File: src/rtl/pipe_ctrl_pkg.sv
// Shared state encodings and helpers for the pipeline sequencing controller.
`ifndef PIPE_CTRL_DEFINES
`define PIPE_CTRL_DEFINES
`define CTRL_RESET 2'd0
`define CTRL_RUN   2'd1
`define CTRL_FLUSH 2'd2
`define CTRL_HALT  2'd3
`endif

package pipe_ctrl_pkg;

    localparam logic [1:0] ST_RESET = `CTRL_RESET;
    localparam logic [1:0] ST_RUN   = `CTRL_RUN;
    localparam logic [1:0] ST_FLUSH = `CTRL_FLUSH;
    localparam logic [1:0] ST_HALT  = `CTRL_HALT;

    // True when a source operand is actually read and names the given register.
    function automatic logic src_match(input logic use_src,
                                       input logic [4:0] src,
                                       input logic [4:0] dst);
        return use_src && (src == dst);
    endfunction

endpackage

File: src/rtl/pipe_sat_cnt.sv
// Saturating up-counter with enable; holds at all-ones instead of wrapping.
module pipe_sat_cnt #(
    parameter int WIDTH = 32
) (
    input  logic             clk,
    input  logic             rst_n,
    input  logic             en,
    output logic [WIDTH-1:0] count
);

    // Count enabled events until every bit is set, then stick.
    always_ff @(posedge clk or negedge rst_n) begin
        if (!rst_n) begin
            count <= '0;
        end else if (en && (count != {WIDTH{1'b1}})) begin
            count <= count + 1'b1;
        end
    end

endmodule

File: src/rtl/pipe_ctrl.sv
// Pipeline sequencing controller: hazard/flush/halt control for the
// decode->execute boundary plus stall and redirect performance counters.
//
// state | meaning
// ------+--------------------------------------------------------------
// RESET | one cycle after reset release; all pipe controls held off
// RUN   | normal operation; load-use and redirect handling active
// FLUSH | one cycle squashing the wrong-path fetch still in flight
// HALT  | ebreak/ecall committed; front end frozen until reset
module pipe_ctrl
    import pipe_ctrl_pkg::*;
#(
    parameter int CNT_WIDTH = 32
) (
    input  logic                 clk_i,
    input  logic                 rst_n,
    input  logic                 D_vaild_i,
    input  logic [4:0]           D_rs1_i,
    input  logic [4:0]           D_rs2_i,
    input  logic                 D_use_rs1_i,
    input  logic                 D_use_rs2_i,
    input  logic                 DD_vaild_i,
    input  logic                 DD_load_i,
    input  logic [4:0]           DD_dstE_i,
    input  logic                 E_ready_i,
    input  logic                 E_redirect_i,
    input  logic                 M_vaild_i,
    input  logic                 M_ready_i,
    input  logic                 halt_i,
    output logic                 fetch_control_o,
    output logic                 decode_control_o,
    output logic                 decode_ready_o,
    output logic                 execute_allow_in_o,
    output logic                 memory_allow_in_o,
    output logic                 fetch_stall_o,
    output logic [1:0]           state_o,
    output logic [CNT_WIDTH-1:0] stall_cnt_o,
    output logic [CNT_WIDTH-1:0] flush_cnt_o
);

    logic [1:0] state;
    logic [1:0] state_nxt;
    logic       load_use;
    logic       redirect_fire;
    logic       in_run;
    logic       stall_en;
    logic       flush_en;

    assign memory_allow_in_o  = ~M_vaild_i | M_ready_i;
    assign execute_allow_in_o = ~DD_vaild_i | (E_ready_i & memory_allow_in_o);

    assign load_use = D_vaild_i & DD_vaild_i & DD_load_i & (DD_dstE_i != 5'd0) &
                      (src_match(D_use_rs1_i, D_rs1_i, DD_dstE_i) |
                       src_match(D_use_rs2_i, D_rs2_i, DD_dstE_i));

    // A redirect only counts once execute finishes and memory can take its result.
    assign redirect_fire = E_redirect_i & DD_vaild_i & E_ready_i & memory_allow_in_o;

    assign in_run  = (state == ST_RUN);
    assign state_o = state;

    // Front-end controls; outside RUN the front end is frozen, and HALT keeps fetch stalled.
    always_comb begin
        decode_ready_o   = 1'b0;
        decode_control_o = 1'b0;
        fetch_control_o  = 1'b0;
        fetch_stall_o    = (state == ST_HALT);
        if (in_run) begin
            decode_ready_o   = ~load_use;
            decode_control_o = ~((load_use & execute_allow_in_o) | redirect_fire);
            fetch_control_o  = ~redirect_fire;
            fetch_stall_o    = ~(~load_use & execute_allow_in_o) & ~redirect_fire;
        end
    end

    // Next-state selection; halt outranks a simultaneous redirect.
    always_comb begin
        state_nxt = state;
        case (state)
            ST_RESET: state_nxt = ST_RUN;
            ST_RUN: begin
                if (halt_i)             state_nxt = ST_HALT;
                else if (redirect_fire) state_nxt = ST_FLUSH;
            end
            ST_FLUSH: state_nxt = halt_i ? ST_HALT : ST_RUN;
            default:  state_nxt = ST_HALT;
        endcase
    end

    // State register.
    always_ff @(posedge clk_i or negedge rst_n) begin
        if (!rst_n) state <= ST_RESET;
        else        state <= state_nxt;
    end

    assign stall_en = in_run & D_vaild_i & ~(decode_ready_o & execute_allow_in_o);
    assign flush_en = in_run & redirect_fire & ~halt_i;

    pipe_sat_cnt #(.WIDTH(CNT_WIDTH)) u_stall_cnt (
        .clk   (clk_i),
        .rst_n (rst_n),
        .en    (stall_en),
        .count (stall_cnt_o)
    );

    pipe_sat_cnt #(.WIDTH(CNT_WIDTH)) u_flush_cnt (
        .clk   (clk_i),
        .rst_n (rst_n),
        .en    (flush_en),
        .count (flush_cnt_o)
    );

endmodule

File: config.mk
export PLATFORM = sky130hd
export DESIGN_NAME = pipe_ctrl
export DESIGN_NICKNAME = d
export VERILOG_FILES = /design/src/rtl/pipe_ctrl_pkg.sv /design/src/rtl/pipe_sat_cnt.sv /design/src/rtl/pipe_ctrl.sv
export SDC_FILE = /design/constraint.sdc
export NUM_CORES = 1
export LEC_CHECK = 0
export ABC_AREA = 0
export CAP_MARGIN = 15
export CORE_AREA = 2 2 96 98
export CTS_BUF_LIST = sky130_fd_sc_hd__clkbuf_4 sky130_fd_sc_hd__clkbuf_8
export DETAILED_ROUTE_END_ITERATION = 6
export DIE_AREA = 0 0 98 100
export DONT_BUFFER_PORTS = 1
export HOLD_SLACK_MARGIN = 0.06
export SKIP_CTS_REPAIR_TIMING = 1
export SLEW_MARGIN = 30
export SYNTH_ARGS = -nofsm -noshare
export SYNTH_HDL_FRONTEND = slang
export SYNTH_SLANG_ARGS = --single-unit
File: constraint.sdc
create_clock -name clk_i -period 2.85 [get_ports clk_i]
set_input_delay 0.285 -clock clk_i [delete_from_list [all_inputs] [get_ports clk_i]]
set_output_delay 0.285 -clock clk_i [all_outputs]
set_load 0.05 [all_outputs]
-- Yosys cells after proc, flatten, opt, wreduce, memory -nomap -nowiden
Cells that the tools add are included.
W data, S select, Z words.
- flip-flop bits (word level): 66
- bits in latches: 0
- memory bits (writable): 0
- bits in read-only memories: 0
- input bits: 27
- memories kept: 0
- add/subtract/negate cells: 2
- multipliers: 0
- div/mod/pow operators: 0
- order comparisons: 0
- equal/unequal tests: 8
- shifts and indexed selects: 0
- muxes and demuxes: 8
- bitwise gates (word level): 28
- reduce and logical (&&, ||, !) cells: 6
- operators with widths (operator ; number):
    $add A32 B1 Y32 const B ; 2
    $ne A32 B32 Y1 const B ; 2
    $and A1 B1 Y1 ; 16
    $eq A5 B5 Y1 ; 2
    $not A1 Y1 ; 8
    $mux W2 ; 3
    $pmux W2 S3 ; 1
    $reduce_bool A5 Y1 ; 1
    $eq A2 B2 Y1 const B ; 2
    $logic_and A1 B1 Y1 ; 4
    $mux W1 ; 4
    $or A1 B1 Y1 ; 4
    $ne A3 B3 Y1 const B ; 1
    $eq A2 B1 Y1 const B ; 1
    $logic_not A2 Y1 ; 1

-- Depth between registers and ports, before layout
Gate-level depths: netlist (run 1).
- depth after elaboration: 10
- gate-level depth with buffers: 8
- depth with buffers taken out: 8

-- Modules after synthesis
Synthesis (run 1) repeated with hierarchy kept, for this count alone.
- cell total of the unflattened synthesis: 345
- area, all modules: 3563.4 um^2
- modules (own cells, without submodules) (module ; times used ; cells each ; area each (um^2)):
    pipe_sat_cnt ; 2 ; 151 ; 1624.1
    pipe_ctrl ; 1 ; 43 ; 315.3

-- Worst setup path after synthesis (run 1)
Ideal clock, no wire load.
- path kind: input to output
- from: in M_ready_i
- to: out decode_control_o
- arrival time: 2.934 ns
- slack: -0.369 ns
- stages on the path: 4
- path buffers: 0
- path through: nand2b_1 and3_1 nor2_1 a21boi_0
- longest elaborated chain between the ends: 7
- RTL lines (element ; line ; text):
    start, declared ; pipe_ctrl.sv:28 ; input logic M_ready_i,
    $or A1 B1 Y1 * ; pipe_ctrl.sv:49 ; assign memory_allow_in_o = ~M_vaild_i | M_ready_i;
    $and A1 B1 Y1 ; pipe_ctrl.sv:50 ; assign execute_allow_in_o = ~DD_vaild_i | (E_ready_i & memory_allow_in_o);
    $or A1 B1 Y1 ; pipe_ctrl.sv:50 ;
    $and A1 B1 Y1 ; pipe_ctrl.sv:70 ; decode_control_o = ~((load_use & execute_allow_in_o) | redirect_fire);
    $or A1 B1 Y1 * ; pipe_ctrl.sv:70 ;
    $not A1 Y1 * ; pipe_ctrl.sv:70 ;
    $mux W1 * ; pipe_ctrl.sv:68 ; if (in_run) begin
    end, declared ; pipe_ctrl.sv:31 ; output logic decode_control_o,
Every way passes the cells marked *; elsewhere a longest branch is shown, timed or not.

-- Worst setup path after layout (run 1)
- from: reg u_flush_cnt.count[3]
- to: reg u_flush_cnt.count[17]
- longest elaborated chain between the ends: 2
- RTL lines (element ; line ; text):
    start, declared ; pipe_sat_cnt.sv:8 ; output logic [WIDTH-1:0] count
    start signal, assigned ; pipe_sat_cnt.sv:16 ; count <= count + 1'b1;
    parallel branches: the longest is 2 deep, another holds $add A32 B1 Y32 ; n/a ;
Parallel ways; which one is timed is not known.
A chain may end at the register's enable or synchronous reset.

==> reports/metrics.csv, run 1 <==
metric,value,unit
outcome,completed,
vias,2614,
hold_depth,1,
fp.dieH,100,µm
root_buffer,clkbuf_8,
holdPathEnd,state_o[1],
antenna-diode-count,0,
crit_path_start_kind,flip-flop,
place_ws,530,ps
io_pins,99,
dp_hpwl,5.62,mm
ys_ff_latch,66,
io_buffers,0,
syn_nets,350,
r2r-start,u_flush_cnt.count[3],
crit_type,flip-flop to flip-flop,
first_pass_iters,4,
clkTransAtPathRegs,70,ps
arrival,2530,ps
cp_data_required_time,3060,ps
finalHoldViolCount,0,
slowest_stage,dfrtp_1,
path_buf_inv,0,
rsz0062_at_grt,no,
seq_area,1650,µm²
period_minus_slack,2320,ps
yosysSeqAreaShare,0.487,
fp.dieW,98,µm
htreeDepth,3,
powerDensity,431,nW/µm²
ys_top_cells_by_count,"dfrtp_1, xor2_1, xnor2_1",
ys_async_sr_fraction,1.00,
max_freq,431,MHz
grt_max_degree,67,
core,8890,µm²
synth_cell_types,47,
yosys-top-cells-area,"dfrtp_1, xor2_1, xnor2_1",
wl_per_cell,14.7,µm
rrSetupSlack,530,ps
fin_ws,528,ps
crit_path_cell_trace,and3_1 -> nand4_1 -> o31ai_2 -> nor4_1 -> xor2_1,
clk_latency,340,ps
clock_sinks,66,
setup_tns,0,ps
synth.most_common_cell,dfrtp_1,
multi_input_comb_area,1650,µm²
critPathTopFamily,simple AND/OR/NAND/NOR gates,
first_iter_violations,48,
via_per_inst,5.07,
fin_crit_sh,0.815,
synth.avg_cell_area,10.6,µm²
skew,7.24,ps
routed_wl,7.59,mm
yosys.area.top_type,dfrtp_1,
peakVddDrop,0.220,mV
worst_setup_path_end_kind,flip-flop,
critPathMaxFanout,8,
syn_inst,321,
syn_to_final_growth,26.1,%
worstHoldPathType,input port to flip-flop,
nets,429,
holdCritStartpoint,halt_i,
antenna_found_initial,0,
leakage,2.06,nW
max-clock-path-buffers,2,
ff2ff_path_depth,5,
timing.rr.end,u_flush_cnt.count[17],
place_congestion,0.800,
remaining_drc_errors,0,
overflow,0,
gr-usage-all-layers,0.161,
fillCellCount,820,
relSlewSlack,0.474,
core.rowCount,35,
grt_pass1_wl,12.7,mm
netlist_area,3390,µm²
numCtsBuffers,9,
maxSlewViolCount,0,
initial_utilization,0.381,
cap_violations,0,
dieArea,9800,µm²
synth.yosys.warnings,0,
drtAntennaViolNets,0,
setup_viol,0,
drive_above_1_share,0.277,
cpPeakStageDelay,680,ps
synth_top_area_frac,0.487,
synth_ff_type,dfrtp_1,
max_slew.worst_pin.slew,781,ps
grt_pass1_vias,2704,
synth_edf_count,0,
cts_tree,built,
-- power by group --
group          internal [mW]  total (mW)  switching, mW  leakage (nW)
registers              0.938       0.940        0.00167         0.869
logic                 0.0272      0.0790         0.0518          1.09
clock network          0.442       0.824          0.382         0.103
total                   1.41        1.84          0.435          2.06
-- per-layer routing --
| layer | vias to the layer above | share of wire | global-route usage |
|---|---|---|---|
| li1 | 1274 | - | - |
| met1 | 1241 | 0.42 | 0.186 |
| met2 | 88 | 0.48 | 0.266 |
| met3 | 11 | 0.085 | 0.0738 |
| met4 | 0 | 0.013 | 0.0577 |
| met5 | - | 0 | 0 |
-- flip-flops by register name, indices dropped and copies added (netlist names) --
| register | count |
|---|---|
| state_o | 2 |
| u_flush_cnt.count | 32 |
| u_stall_cnt.count | 32 |
-- cells in the final DEF (no fill, tap or decap), types with 2 or more instances in the layout --
cell type   n
and2_1      3
and3_1      4
and4_1      7
buf_4      70
clkbuf_8   10
clkinv_4    3
dfrtp_1    66
ha_1        2
inv_1      15
nand2_1    20
nand2b_1    3
nand3_1    24
nand3_2     2
nand4_1    12
nor2_1     25
nor2_2      3
nor3_1     19
nor3_2      2
nor4_1      7
o21ai_0     2
o22a_1      2
o31a_2      2
or2_2       2
or3_1       2
or4_1       2
xnor2_1    32
xor2_1     39
-- final cells by class --
cell class,count,share of cell area
flip-flops and latches,66,0.387
clock inverters,5,0.0149
multi-input cells,236,0.387
inverters,15,0.0132
repair buffers,72,0.132
well taps,111,0.0325
clock buffers,11,0.0340
-- cell families after synthesis --
kind of cell | Yosys count | synth area share
adder cells (fa/ha/maj) | 2 | 0.00738
buffers and inverters | 19 | 0.0258
XOR/XNOR | 71 | 0.184
AND/OR/NAND/NOR | 146 | 0.248
AO/OA/AOI/OAI | 14 | 0.0369
flip-flops | 66 | 0.487
multiplexers | 3 | 0.0111
-- how the worst max path moves through the flow --
| stage | from | end | slack (ps) | cells past startpoint |
|---|---|---|---|---|
| after global routing | u_flush_cnt.count[3] | u_flush_cnt.count[29] | 400 | 5 |
| after global placement | u_flush_cnt.count[3] | u_flush_cnt.count[21] | 530 | 5 |
| final | u_flush_cnt.count[3] | u_flush_cnt.count[17] | 530 | 5 |
| after floorplan | M_ready_i | decode_control_o | 240 | 4 |
| after CTS | u_flush_cnt.count[3] | u_flush_cnt.count[21] | 510 | 5 |
| after detailed placement | u_flush_cnt.count[3] | u_flush_cnt.count[21] | 530 | 5 |
-- per-stage QoR --
step | instance area [µm²] | hold slack, ps | utilization | total power, mW | std cells
6_report | 4270 | 85.5 | 0.481 | 1.84 | 516
4_1_cts | 4230 | -389 | 0.476 | 1.85 | 514
3_5_place_dp | 4030 | -9.21 | 0.453 | 1.01 | 498
5_1_grt | 4270 | 71.8 | 0.481 | 1.92 | 516
2_1_floorplan | 3390 | -10.6 | - | 1.00 | 321
3_3_place_gp | 4030 | -8.71 | 0.453 | 1.01 | 498
Power figures use the tool's default switching activity.
==> run 2, diff against run 1 <==
==> constraint.sdc (replaced) <==
create_clock -name clk_i -period 2.29 [get_ports clk_i]
set_input_delay 0.229 -clock clk_i [delete_from_list [all_inputs] [get_ports clk_i]]
set_output_delay 0.229 -clock clk_i [all_outputs]
set_load 0.05 [all_outputs]
==> reports/metrics.csv, run 2 (synthesis gave the netlist of run 1 again) <==
metric,value,unit,change
antenna-diode-count,0,,unchanged
wl_per_cell,14.5,µm,-1.6%
arrival,2330,ps,-200 ps
place_congestion,0.793,,-0.91%
grt_pass1_vias,2692,,-0.44%
fin_crit_sh,0.926,,+0.111
design_area,4410,µm²,+3.2%
fp.dieW,98,µm,unchanged
final_common_cell,buf_4,,
peakVddDrop,0.312,mV,+42%
clock_sinks,66,,unchanged
setup_viol,0,,unchanged
setup_tns,0,ps,unchanged
remaining_drc_errors,0,,unchanged
via_per_inst,5.05,,-0.25%
cp_data_required_time,2500,ps,-560 ps
max-clock-path-buffers,2,,unchanged
dp_hpwl,5.77,mm,+2.8%
first_iter_violations,30,,-38%
max_freq,472,MHz,+9.5%
core.rowCount,35,,unchanged
cts_tree,built,,
gr-usage-all-layers,0.162,,+0.000818
drtAntennaViolNets,0,,unchanged
fp.dieH,100,µm,unchanged
grt_max_degree,67,,unchanged
io_buffers,0,,unchanged
first_pass_iters,4,,unchanged
dieArea,9800,µm²,unchanged
worstHoldPathType,input port to flip-flop,,
max_slew.worst_pin.slew,425,ps,-356 ps
hold_depth,2,,+1
clk_latency,340,ps,about the same
grt_pass1_wl,12.7,mm,+0.10%
numCtsBuffers,9,,unchanged
antenna_found_initial,0,,unchanged
period_minus_slack,2120,ps,-202 ps
worst_setup_path_end_kind,flip-flop,,
core,8890,µm²,unchanged
skew,10.0,ps,+2.78 ps
critPathMaxFanout,10,,+2
outcome,completed,,
place_area,4120,µm²,+2.3%
htreeDepth,3,,unchanged
crit_path_start_kind,flip-flop,,
root_buffer,clkbuf_8,,
vias,2653,,+1.5%
powerDensity,541,nW/µm²,+25%
total_power,2.39,mW,+29%
drive_above_1_share,0.353,,+0.0761
final_cell_mix,"buf_4, dfrtp_1, xor2_1",,
nets,438,,+2.1%
rrSetupSlack,170,ps,-360 ps
clkTransAtPathRegs,80,ps,about the same
maxSlewViolCount,0,,unchanged
finalHoldViolCount,0,,unchanged
overflow,0,,unchanged
initial_utilization,0.381,,unchanged
leakage,2.08,nW,+0.89%
syn_to_final_growth,30.1,%,
ff2ff_path_depth,7,,+2
relSlewSlack,0.717,,+0.243
routed_wl,7.60,mm,about the same
cap_violations,0,,unchanged
io_pins,99,,unchanged
rsz0062_at_grt,no,,
utilization,0.496,,+0.0152
crit_type,flip-flop to flip-flop,,
[run 2: cell count changes in the layout (fill, tap and decap cells not counted), sizes merged]
cell,before,now
clkbuf,11,10
dlygate4sd3,1,2
bufinv,1,2
buf,71,79
[run 2: power breakdown]
part	total [mW]	switching [mW]	leakage (nW)	internal, mW
Sequential	1.17	0.00263	0.835	1.17
Clock	1.11	0.468	0.112	0.644
Combinational	0.102	0.0655	1.13	0.0363
[run 2: layout make-up]
type / count / area (µm²)
Fill cell: 863 / 4480
Sequential cell: 66 / 1680
Multi-Input combinational cell: 236 / 1660
Timing Repair Buffer: 81 / 646
Tap cell: 111 / 139
Clock buffer: 10 / 138
Clock inverter: 6 / 90.1
Inverter: 15 / 56.3
[run 2: metal layers]
| metal | routed length (µm) | GRT usage | up-vias |
|---|---|---|---|
| met5 | 0 | 0 | - |
| met4 | 109 | 0.0641 | 0 |
| met3 | 511 | 0.0571 | 8 |
| met2 | 3690 | 0.269 | 65 |
| met1 | 3290 | 0.194 | 1283 |
| li1 | - | - | 1297 |
[run 2: final timing paths]
check / from / endpoint
worst max-delay path: u_stall_cnt.count[15] / u_stall_cnt.count[11]
worst min register to register: u_stall_cnt.count[1] / u_stall_cnt.count[1]
worst min-delay path: halt_i / state_o[1]
min in group asynchronous: rst_n / u_stall_cnt.count[27]
worst max register to register: u_stall_cnt.count[15] / u_stall_cnt.count[11]
max in group asynchronous: rst_n / u_flush_cnt.count[10]
[run 2: stage by stage]
stage | setup WS [ps] | instances | hold slack, ps
detailed placement | 150 | 504 | -64.5
global placement | 204 | 504 | -63.8
finish | 170 | 525 | 141
global route | 30.6 | 525 | 146
floorplan | 2.51 | 321 | -66.6
CTS | 124 | 520 | -448
[run 2: critical path, stage by stage (launching register included)]
cell and delay, ps:
dfrtp_2 360, and4_1 240, nand4_1 220, or4_1 550
nand3_2 200, buf_4 200, nor4_1 70, xor2_1 150
